[src/rtl/ahb_lite_master.sv]
// AHB-Lite single-channel master.
// Bridges a valid/ready load-store request port onto AHB-Lite using SINGLE
// transfers with address/data-phase pipelining, so zero-wait slaves see one
// transfer per cycle. Responses come back in request order, one cycle after
// the data phase completes.
// Optional build macro: AHB_MST_TIMEOUT_EN enables the sticky wait-state
// timeout flag. When it is undefined, timeout is tied low.
module ahb_lite_master #(
   parameter int ADDR_WIDTH     = 32,
   parameter int DATA_WIDTH     = 32,
   parameter int TIMEOUT_CYCLES = 256
) (
   input  logic                  HCLK,
   input  logic                  HRESETn,
   input  logic                  req_valid,
   output logic                  req_ready,
   input  logic                  req_write,
   input  logic [ADDR_WIDTH-1:0] req_addr,
   input  logic [2:0]            req_size,
   input  logic [DATA_WIDTH-1:0] req_wdata,
   output logic                  rsp_valid,
   output logic [DATA_WIDTH-1:0] rsp_rdata,
   output logic                  rsp_err,
   output logic [ADDR_WIDTH-1:0] HADDR,
   output logic [1:0]            HTRANS,
   output logic                  HWRITE,
   output logic [2:0]            HSIZE,
   output logic [2:0]            HBURST,
   output logic [3:0]            HPROT,
   output logic                  HMASTLOCK,
   output logic [DATA_WIDTH-1:0] HWDATA,
   input  logic [DATA_WIDTH-1:0] HRDATA,
   input  logic                  HREADY,
   input  logic                  HRESP,
   output logic                  timeout
);

   localparam logic [1:0] TRANS_IDLE   = 2'b00;
   localparam logic [1:0] TRANS_NONSEQ = 2'b10;

   logic                  a_valid;
   logic [DATA_WIDTH-1:0] a_wdata;
   logic                  d_valid;
   logic                  d_write;
   logic                  aligned;
   logic                  accept;
   logic                  acc_al;
   logic                  acc_mis;

   assign HBURST    = 3'b000;
   assign HPROT     = 4'b0011;
   assign HMASTLOCK = 1'b0;

   // Natural alignment check; sizes above word are never legal on this bus.
   always_comb begin
      aligned = 1'b0;
      case (req_size)
         3'd0:    aligned = 1'b1;
         3'd1:    aligned = ~req_addr[0];
         3'd2:    aligned = (req_addr[1:0] == 2'b00);
         default: aligned = 1'b0;
      endcase
   end

   // Misaligned requests wait for an empty pipeline so their local error
   // response can never land in the same cycle as a bus response.
   always_comb begin
      if (aligned) req_ready = HREADY;
      else         req_ready = HREADY & ~a_valid & ~d_valid;
   end

   assign accept  = req_valid & req_ready;
   assign acc_al  = accept & aligned;
   assign acc_mis = accept & ~aligned;

   // Address and data stage registers; everything freezes while HREADY is low.
   always_ff @(posedge HCLK or negedge HRESETn) begin
      if (!HRESETn) begin
         a_valid <= 1'b0;
         a_wdata <= '0;
         d_valid <= 1'b0;
         d_write <= 1'b0;
         HADDR   <= '0;
         HTRANS  <= TRANS_IDLE;
         HWRITE  <= 1'b0;
         HSIZE   <= 3'b000;
         HWDATA  <= '0;
      end else if (HREADY) begin
         d_valid <= a_valid;
         d_write <= HWRITE;
         HWDATA  <= a_wdata;
         if (acc_al) begin
            HADDR   <= req_addr;
            HWRITE  <= req_write;
            HSIZE   <= req_size;
            HTRANS  <= TRANS_NONSEQ;
            a_valid <= 1'b1;
            a_wdata <= req_wdata;
         end else begin
            HTRANS  <= TRANS_IDLE;
            a_valid <= 1'b0;
         end
      end
   end

   // Response port: bus completion, or immediate error for a misaligned accept.
   always_ff @(posedge HCLK or negedge HRESETn) begin
      if (!HRESETn) begin
         rsp_valid <= 1'b0;
         rsp_err   <= 1'b0;
         rsp_rdata <= '0;
      end else if (HREADY && d_valid) begin
         rsp_valid <= 1'b1;
         rsp_err   <= HRESP;
         rsp_rdata <= (!d_write && !HRESP) ? HRDATA : '0;
      end else if (acc_mis) begin
         rsp_valid <= 1'b1;
         rsp_err   <= 1'b1;
         rsp_rdata <= '0;
      end else begin
         rsp_valid <= 1'b0;
         rsp_err   <= 1'b0;
         rsp_rdata <= '0;
      end
   end

`ifdef AHB_MST_TIMEOUT_EN
   localparam int TO_W = $clog2(TIMEOUT_CYCLES + 1);

   logic [TO_W-1:0] to_cnt;

   // Counts consecutive stalled data-phase cycles; the flag is sticky and the
   // transfer itself is left running.
   always_ff @(posedge HCLK or negedge HRESETn) begin
      if (!HRESETn) begin
         to_cnt  <= '0;
         timeout <= 1'b0;
      end else if (HREADY) begin
         to_cnt <= '0;
      end else if (d_valid) begin
         if (to_cnt != TO_W'(TIMEOUT_CYCLES)) to_cnt <= to_cnt + TO_W'(1);
         if (to_cnt == TO_W'(TIMEOUT_CYCLES - 1)) timeout <= 1'b1;
      end
   end
`else
   assign timeout = 1'b0;
`endif

endmodule

[config.mk]
export PLATFORM = sky130hd
export DESIGN_NAME = ahb_lite_master
export DESIGN_NICKNAME = d
export VERILOG_FILES = /design/src/rtl/ahb_lite_master.sv
export SDC_FILE = /design/constraint.sdc
export NUM_CORES = 1
export LEC_CHECK = 0
export BUFFER_PORTS_ARGS = -buffer_cell sky130_fd_sc_hd__buf_2
export CAP_MARGIN = 0
export CORE_UTILIZATION = 30
export CTS_CLUSTER_SIZE = 28
export DETAILED_ROUTE_END_ITERATION = 6
export PLACE_DENSITY = 0.68
export SKIP_LAST_GASP = 1
export SLEW_MARGIN = 20
export SYNTH_ARGS = -nofsm -noshare
export SYNTH_HDL_FRONTEND = slang
export SYNTH_SLANG_ARGS = --single-unit
[constraint.sdc]
create_clock -name HCLK -period 1.2 [get_ports HCLK]
set_input_delay 0.06 -clock HCLK [delete_from_list [all_inputs] [get_ports HCLK]]
set_output_delay 0.06 -clock HCLK [all_outputs]
set_load 0.02 [all_outputs]
==> flow_metrics.py, run 1 <==
metrics = {
    "status": {
        "status": "complete, but fails checks",
        "violations": "setup timing",
    },
    "critical_path": {
        "crit_type": "primary input to flip-flop",
        "r2r-end": "rsp_rdata[31]",
        "worstSetupStartpointType": "primary input",
        "reg2reg_depth": 5,
        "endpoint_kind": "flip-flop",
        "worstSetupStartpoint": "req_addr[1]",
        "crit-reg2reg-launch": "d_valid",
        "crit_required_ns": 1.49,
        "r2r_slack_ns": 0.04,
        "cp_max_fo": 10,
        "worstPathArrival_ns": 1.53,
    },
    "global_routing": {
        "grt_pass1_vias": 4227,
        "grt_pass1_wl_um": 21200,
        "grt_antenna_before_repair": 0,
        "grt_start_max_net_pins": 37,
        "gr-total-overflow": 0,
        "grt_usage_pct": 15.9,
    },
    "floorplanning": {
        "design.die.area_sq_mm": 0.0173,
        "coreArea_sq_mm": 0.0161,
        "start_util_pct": 31.1,
        "io_pins": 219,
        "rows": 46,
        "die_h_um": 131,
        "die_width_um": 131,
    },
    "synth": {
        "synth_top_family_by_area": "multiplexers",
        "ys_top_cells_by_area": "dfrtp_1 (68%), mux2_2 (21%), and2_1 (4.0%)",
        "synthAdderAreaFrac_pct": 0,
        "synthTopCellsByCount": "dfrtp_1 (137), mux2_2 (93), and2_1 (32)",
        "syn-mean-instance-area_sq_um": 16.1,
        "ys_seq_elements": 137,
        "yosys_warnings": 0,
        "synth_edf_count": 0,
        "synthMuxAreaShare_pct": 22.7,
        "yosysMostFrequentCell": "dfrtp_1",
        "synthCells": 312,
        "syn_area_sq_mm": 0.00502,
        "async_flop_share_pct": 100,
        "yosys.area_share.simple_pct": 4.66,
        "synth_top_area_share_pct": 68.3,
        "synth_area_leader_cell": "dfrtp_1",
        "synth-xor-area-share_pct": 0,
        "synth_compound_area_share_pct": 1.12,
        "ys_types": 22,
        "ys_seq_area_share_pct": 68.3,
        "ys_dominant_reg_cell": "dfrtp_1",
    },
    "worst_hold_path": {
        "hp-class": "primary input to asynchronous set/reset pin",
    },
    "timing": {
        "clock.fmax_mhz": 806,
        "grt_setup_unrepaired": "true",
        "fin_ws_ns": -0.0401,
        "fin_skew_ns": 0.00532,
        "min_period_over_period_pct": 103,
        "finalSetupViolations": 31,
        "finalHoldViolations": 0,
        "slew_violations": 0,
        "min_period_ns": 1.24,
    },
    "clock_tree": {
        "clk_pin_slew_worst_paths_ns": 0.06,
        "cts.htree.levels": 4,
        "insertion_delay_ns": 0.41,
        "clock-sinks": 137,
        "cts_inserted_buffers": 17,
        "cts_tree": "built",
        "cts-root-buf": "clkbuf_16",
        "clockBufferDepth": 2,
    },
    "drt": {
        "totalWireLength_um": 13600,
        "antenna_left": 0,
        "vias_per_cell": 4.30,
        "avgRoutedWirePerCell_um": 15.5,
        "num_vias": 3772,
        "first_pass_iters": 4,
        "first_iter_violations": 122,
        "drc": 0,
    },
    "placement": {
        "pre_cts_ws_ns": -0.435,
        "gp_congestion": 0.769,
        "port-buffer-count": 208,
        "place_area_sq_mm": 0.00648,
        "post-dp-hpwl_um": 8540,
    },
    "finish": {
        "multi_input_area_sq_mm": 0.00158,
        "num-fill-cells": 1341,
        "n_antenna_cell": 0,
        "stdcell_area_sq_mm": 0.00831,
        "register_area_sq_mm": 0.00343,
        "fin_util_pct": 51.5,
        "area_delta_synth_final_pct": 65.5,
        "drive_gt1_share_pct": 55.6,
        "nets": 755,
    },
    "pwr": {
        "ir_drop_uv": 875,
        "power.density_mw_per_mm2": 1750,
        "p_leak_nw": 4.16,
    },
    "flow_run": {
        "drv_cap": 0,
    },
}
layout by cell type (no fill, tap or decap), drive strengths merged:
cell type	Yosys	routed
o21a	1	1
mux2	101	101
conb	2	10
o31ai	1	1
nor3	1	1
dlygate4sd3	0	101
a21o	2	2
dfrtp	137	137
nor2b	1	1
clkbuf	7	25
or3	1	1
a211oi	1	1
inv	1	1
nand2	2	2
clkinvlp	0	1
and2	32	32
o41ai	1	1
nor2	1	1
a21oi	1	1
buf	18	232
bufinv	0	3
nand3	1	1
clkinv	0	5
cell type report:
type	instances	area share (%)
inverters	1	0.0452
clock inverters	9	1.48
flip-flops and latches	137	41.3
clock buffers	22	5.59
well taps	216	3.25
repair buffers	336	29.3
multi-input cells	157	19.0
what timing repair did:
item	CTS	global route
hold buffers	101	0
setup buffers	3	2
hold endpoints to repair	237	0
gates resized for setup	2	23
pin swaps	1	2
setup endpoints to repair	1	83
gates cloned	0	4
power by group:
| part | internal (mW) | switching [mW] |
|---|---|---|
| Combinational | 1.65 | 1.67 |
| Clock | 3.34 | 1.83 |
| Sequential | 5.54 | 0.474 |
worst max-delay path: stages:
cell and delay [ns]:
buf_6 0.09, or3_4 0.39, a211oi_4 0.26, buf_6 0.21, clkbuf_16 0.18, mux2_2 0.33
registers in the layout, indices dropped and copies added, names as in the netlist, 3 cells and up:
signal / cells
HWDATA: 32
HSIZE: 3
HADDR: 32
a_wdata: 32
rsp_rdata: 32
metrics by stage:
| step | TNS, ns | total power, mW | std cells | hold slack [ns] |
|---|---|---|---|---|
| floorplan | -15.55 | 7.79 | 320 | -0.236 |
| global route | -1.67 | 15.2 | 878 | 0.145 |
| detailed placement | -29.91 | 9.04 | 737 | -0.00854 |
| global placement | -29.07 | 8.89 | 737 | -0.0172 |
| finish | -0.707 | 14.5 | 878 | 0.122 |
| CTS | -0.0434 | 14.6 | 872 | 0.116 |
layer usage:
metal	part of all wire [%]	wire length (um)	global-route usage, %
met1	39	5320	17.1
met2	52	7090	28.0
met3	6.7	911	5.90
met4	2.0	270	6.98
met5	0	0	0
how the worst max path moves through the flow:
stage	end	slack, ns	cells after the start
5_1_grt	req_ready	-0.06	3
4_1_cts	req_ready	-0.04	3
2_1_floorplan	HADDR[23]	-0.26	5
3_3_place_gp	a_wdata[9]	-0.42	6
6_report	HADDR[11]	-0.04	6
3_5_place_dp	a_wdata[4]	-0.43	6
cell families (layout without fill, tap and decap cells):
group           after synthesis  count (layout)
buf+inv                      26             368
flops                       137             137
other cells                   2              10
compound gates                7               7
mux                         101             101
simple gates                 39              39
Power figures use the tool's default switching activity.
==> run 2: changes to the inputs <==
==> constraint.sdc (replaced) <==
create_clock -name HCLK -period 1.2 [get_ports HCLK]
set_input_delay 0.12 -clock HCLK [delete_from_list [all_inputs] [get_ports HCLK]]
set_output_delay 0.12 -clock HCLK [all_outputs]
set_load 0.005 [all_outputs]
==> run 2 against run 1 <==
Against the previous run: the run still ends with setup timing left; die area stayed put; clock skew up 0.00063 ns; maximum frequency is 5.4% lower; power is 3.2% lower; register-to-register slack lost 0.06 ns; global-route usage down 0.44 points; sequential power about the same; critical path type unchanged; critical endpoint is now HADDR[31]; highest routed layer unchanged.
==> flow_metrics.py, run 2 (same netlist as run 1, synthesis figures left out) <==
metrics = {
    "status": {
        "status": "complete, but fails checks",
        "violations": "setup timing",
    },
    "critical_path": {
        "worstPathArrival_ns": 1.60,
        "crit_chain": "buf_2 > or3_4 > a211oi_4 > buf_4 > buf_12 > mux2_2",
        "critPathBufInv": 3,
        "path_depth": 6,
        "cp_max_fo": 20,
        "reg2reg_depth": 6,
        "cpPeakStageDelay_ns": 0.40,
        "cp_slowest_cell": "or3_4",
        "endpoint_kind": "flip-flop",
        "crit_type": "primary input to flip-flop",
        "crit_required_ns": 1.49,
        "cp_top_family": "buffers and inverters",
        "worstSetupStartpointType": "primary input",
    },
    "global_routing": {
        "grt_usage_pct": 15.5,
        "grt_start_max_net_pins": 41,
        "gr-total-overflow": 0,
        "grt_pass1_wl_um": 20900,
        "grt_antenna_before_repair": 0,
        "grt_pass1_vias": 4181,
    },
    "pwr": {
        "swShare_pct": 23.3,
        "p_clk_share_pct": 40.1,
        "ir_drop_uv": 863,
        "power.density_mw_per_mm2": 1710,
        "p_seq_share_pct": 42.7,
        "pwr-share-comb_pct": 17.2,
        "switchingPower_mw": 3.26,
        "p_int_mw": 10.8,
        "p_leak_nw": 4.10,
    },
    "finish": {
        "final_cell_mix": "buf_2 (207), dfrtp_1 (137), dlygate4sd3_1 (99)",
        "fin_util_pct": 50.9,
        "area_delta_synth_final_pct": 63.6,
        "final_common_cell": "buf_2",
        "stdcell_area_sq_mm": 0.00821,
        "drive_gt1_share_pct": 56.1,
        "nets": 748,
        "n_antenna_cell": 0,
    },
    "floorplanning": {
        "die_width_um": 131,
        "die_h_um": 131,
        "coreArea_sq_mm": 0.0161,
        "io_pins": 219,
        "design.die.area_sq_mm": 0.0173,
        "start_util_pct": 31.1,
        "rows": 46,
    },
    "clock_tree": {
        "cts_inserted_buffers": 17,
        "cts_tree": "built",
        "clockBufferDepth": 2,
        "clock-sinks": 137,
        "insertion_delay_ns": 0.41,
        "cts-root-buf": "clkbuf_16",
        "cts.htree.levels": 4,
        "clk_pin_slew_worst_paths_ns": 0.06,
    },
    "timing": {
        "min_period_over_period_pct": 109,
        "slew_violations": 0,
        "finalSetupViolations": 89,
        "fin_skew_ns": 0.00594,
        "finalHoldViolations": 0,
        "clock.fmax_mhz": 763,
        "min_period_ns": 1.31,
        "holdWs_ns": 0.0647,
        "grt_setup_unrepaired": "true",
        "totalNegativeSetupSlack_ns": -4.87,
        "fin_ws_ns": -0.111,
    },
    "worst_hold_path": {
        "hold_depth": 3,
        "hp-class": "primary input to flip-flop",
    },
    "drt": {
        "vias_per_cell": 4.25,
        "avgRoutedWirePerCell_um": 15.0,
        "first_iter_violations": 97,
        "antenna_left": 0,
        "totalWireLength_um": 13000,
        "num_vias": 3706,
        "first_pass_iters": 4,
        "drc": 0,
    },
    "flow_run": {
        "drv_cap": 0,
    },
    "placement": {
        "place_area_sq_mm": 0.00646,
        "gp_congestion": 0.745,
        "port-buffer-count": 208,
        "post-dp-hpwl_um": 8160,
    },
}
run 2: changes by cell type in the layout (fill, tap and decap cells not counted), sizes merged:
cell / previous run / this run
bufinv: 3 / 4
dlygate4sd3: 101 / 99
clkbuf: 25 / 23
buf: 232 / 228
clkinvlp: 1 / 2
run 2: per-stage QoR:
stage | power (mW) | instances | setup WS, ns
finish | 14.0 | 872 | -0.111
global route | 14.7 | 872 | -0.142
CTS | 14.2 | 869 | -0.106
detailed placement | 8.22 | 736 | -0.538
global placement | 8.07 | 736 | -0.484
floorplan | 7.02 | 320 | -0.321
run 2: final cells by class:
type                       count  area, sq um
timing repair buffer         329         2330
multi-input combinational    157         1530
tap                          216          270
clock buffer                  21          480
fill                        1349         7910
sequential                   137         3430
clock inverter                11          168
inverter                       1         3.75
run 2: path summary, 6_finish.rpt:
kind | slack (ns) | start | to
min in group asynchronous | 0.19 | HRESETn | HADDR[17]
max in group asynchronous | 0.46 | HRESETn | rsp_valid
setup / recovery | -0.11 | req_addr[1] | HADDR[31]
hold reg to reg | 0.50 | HSIZE[2] | HSIZE[2]
hold / removal | 0.06 | req_addr[1] | HADDR[1]
setup reg to reg | -0.02 | d_valid | rsp_rdata[10]
run 2: power groups by stage:
stage | sequential, mW | combinational, mW | clock [mW]
final | 5.99 | 2.42 | 5.63
after detailed placement | 6.07 | 2.15 | 0
after global placement | 6.00 | 2.07 | 0
after CTS | 5.99 | 2.42 | 5.76
after global routing | 6.12 | 2.63 | 5.97
after floorplan | 6.06 | 0.963 | 0
run 2: what timing repair did:
item	in CTS	in global routing
pin swaps	0	1
cloned	0	2
hold buffers	99	0
setup buffers	2	1
setup endpoints to repair	68	101
resized for setup	1	4
endpoints found under the hold margin	228	0
run 2: per-layer routing:
metal,vias up,part of all wire [%],global-route usage [%]
met5,-,0,0
met4,0,1.7,5.81
met3,19,6.4,5.32
met2,155,52,27.3
met1,1831,40,17.2
li1,1701,-,-
run 2: tightest hold or removal path, cell delays in order:
cell    delay (ns)
buf_2         0.09
buf_4         0.10
mux2_2        0.13
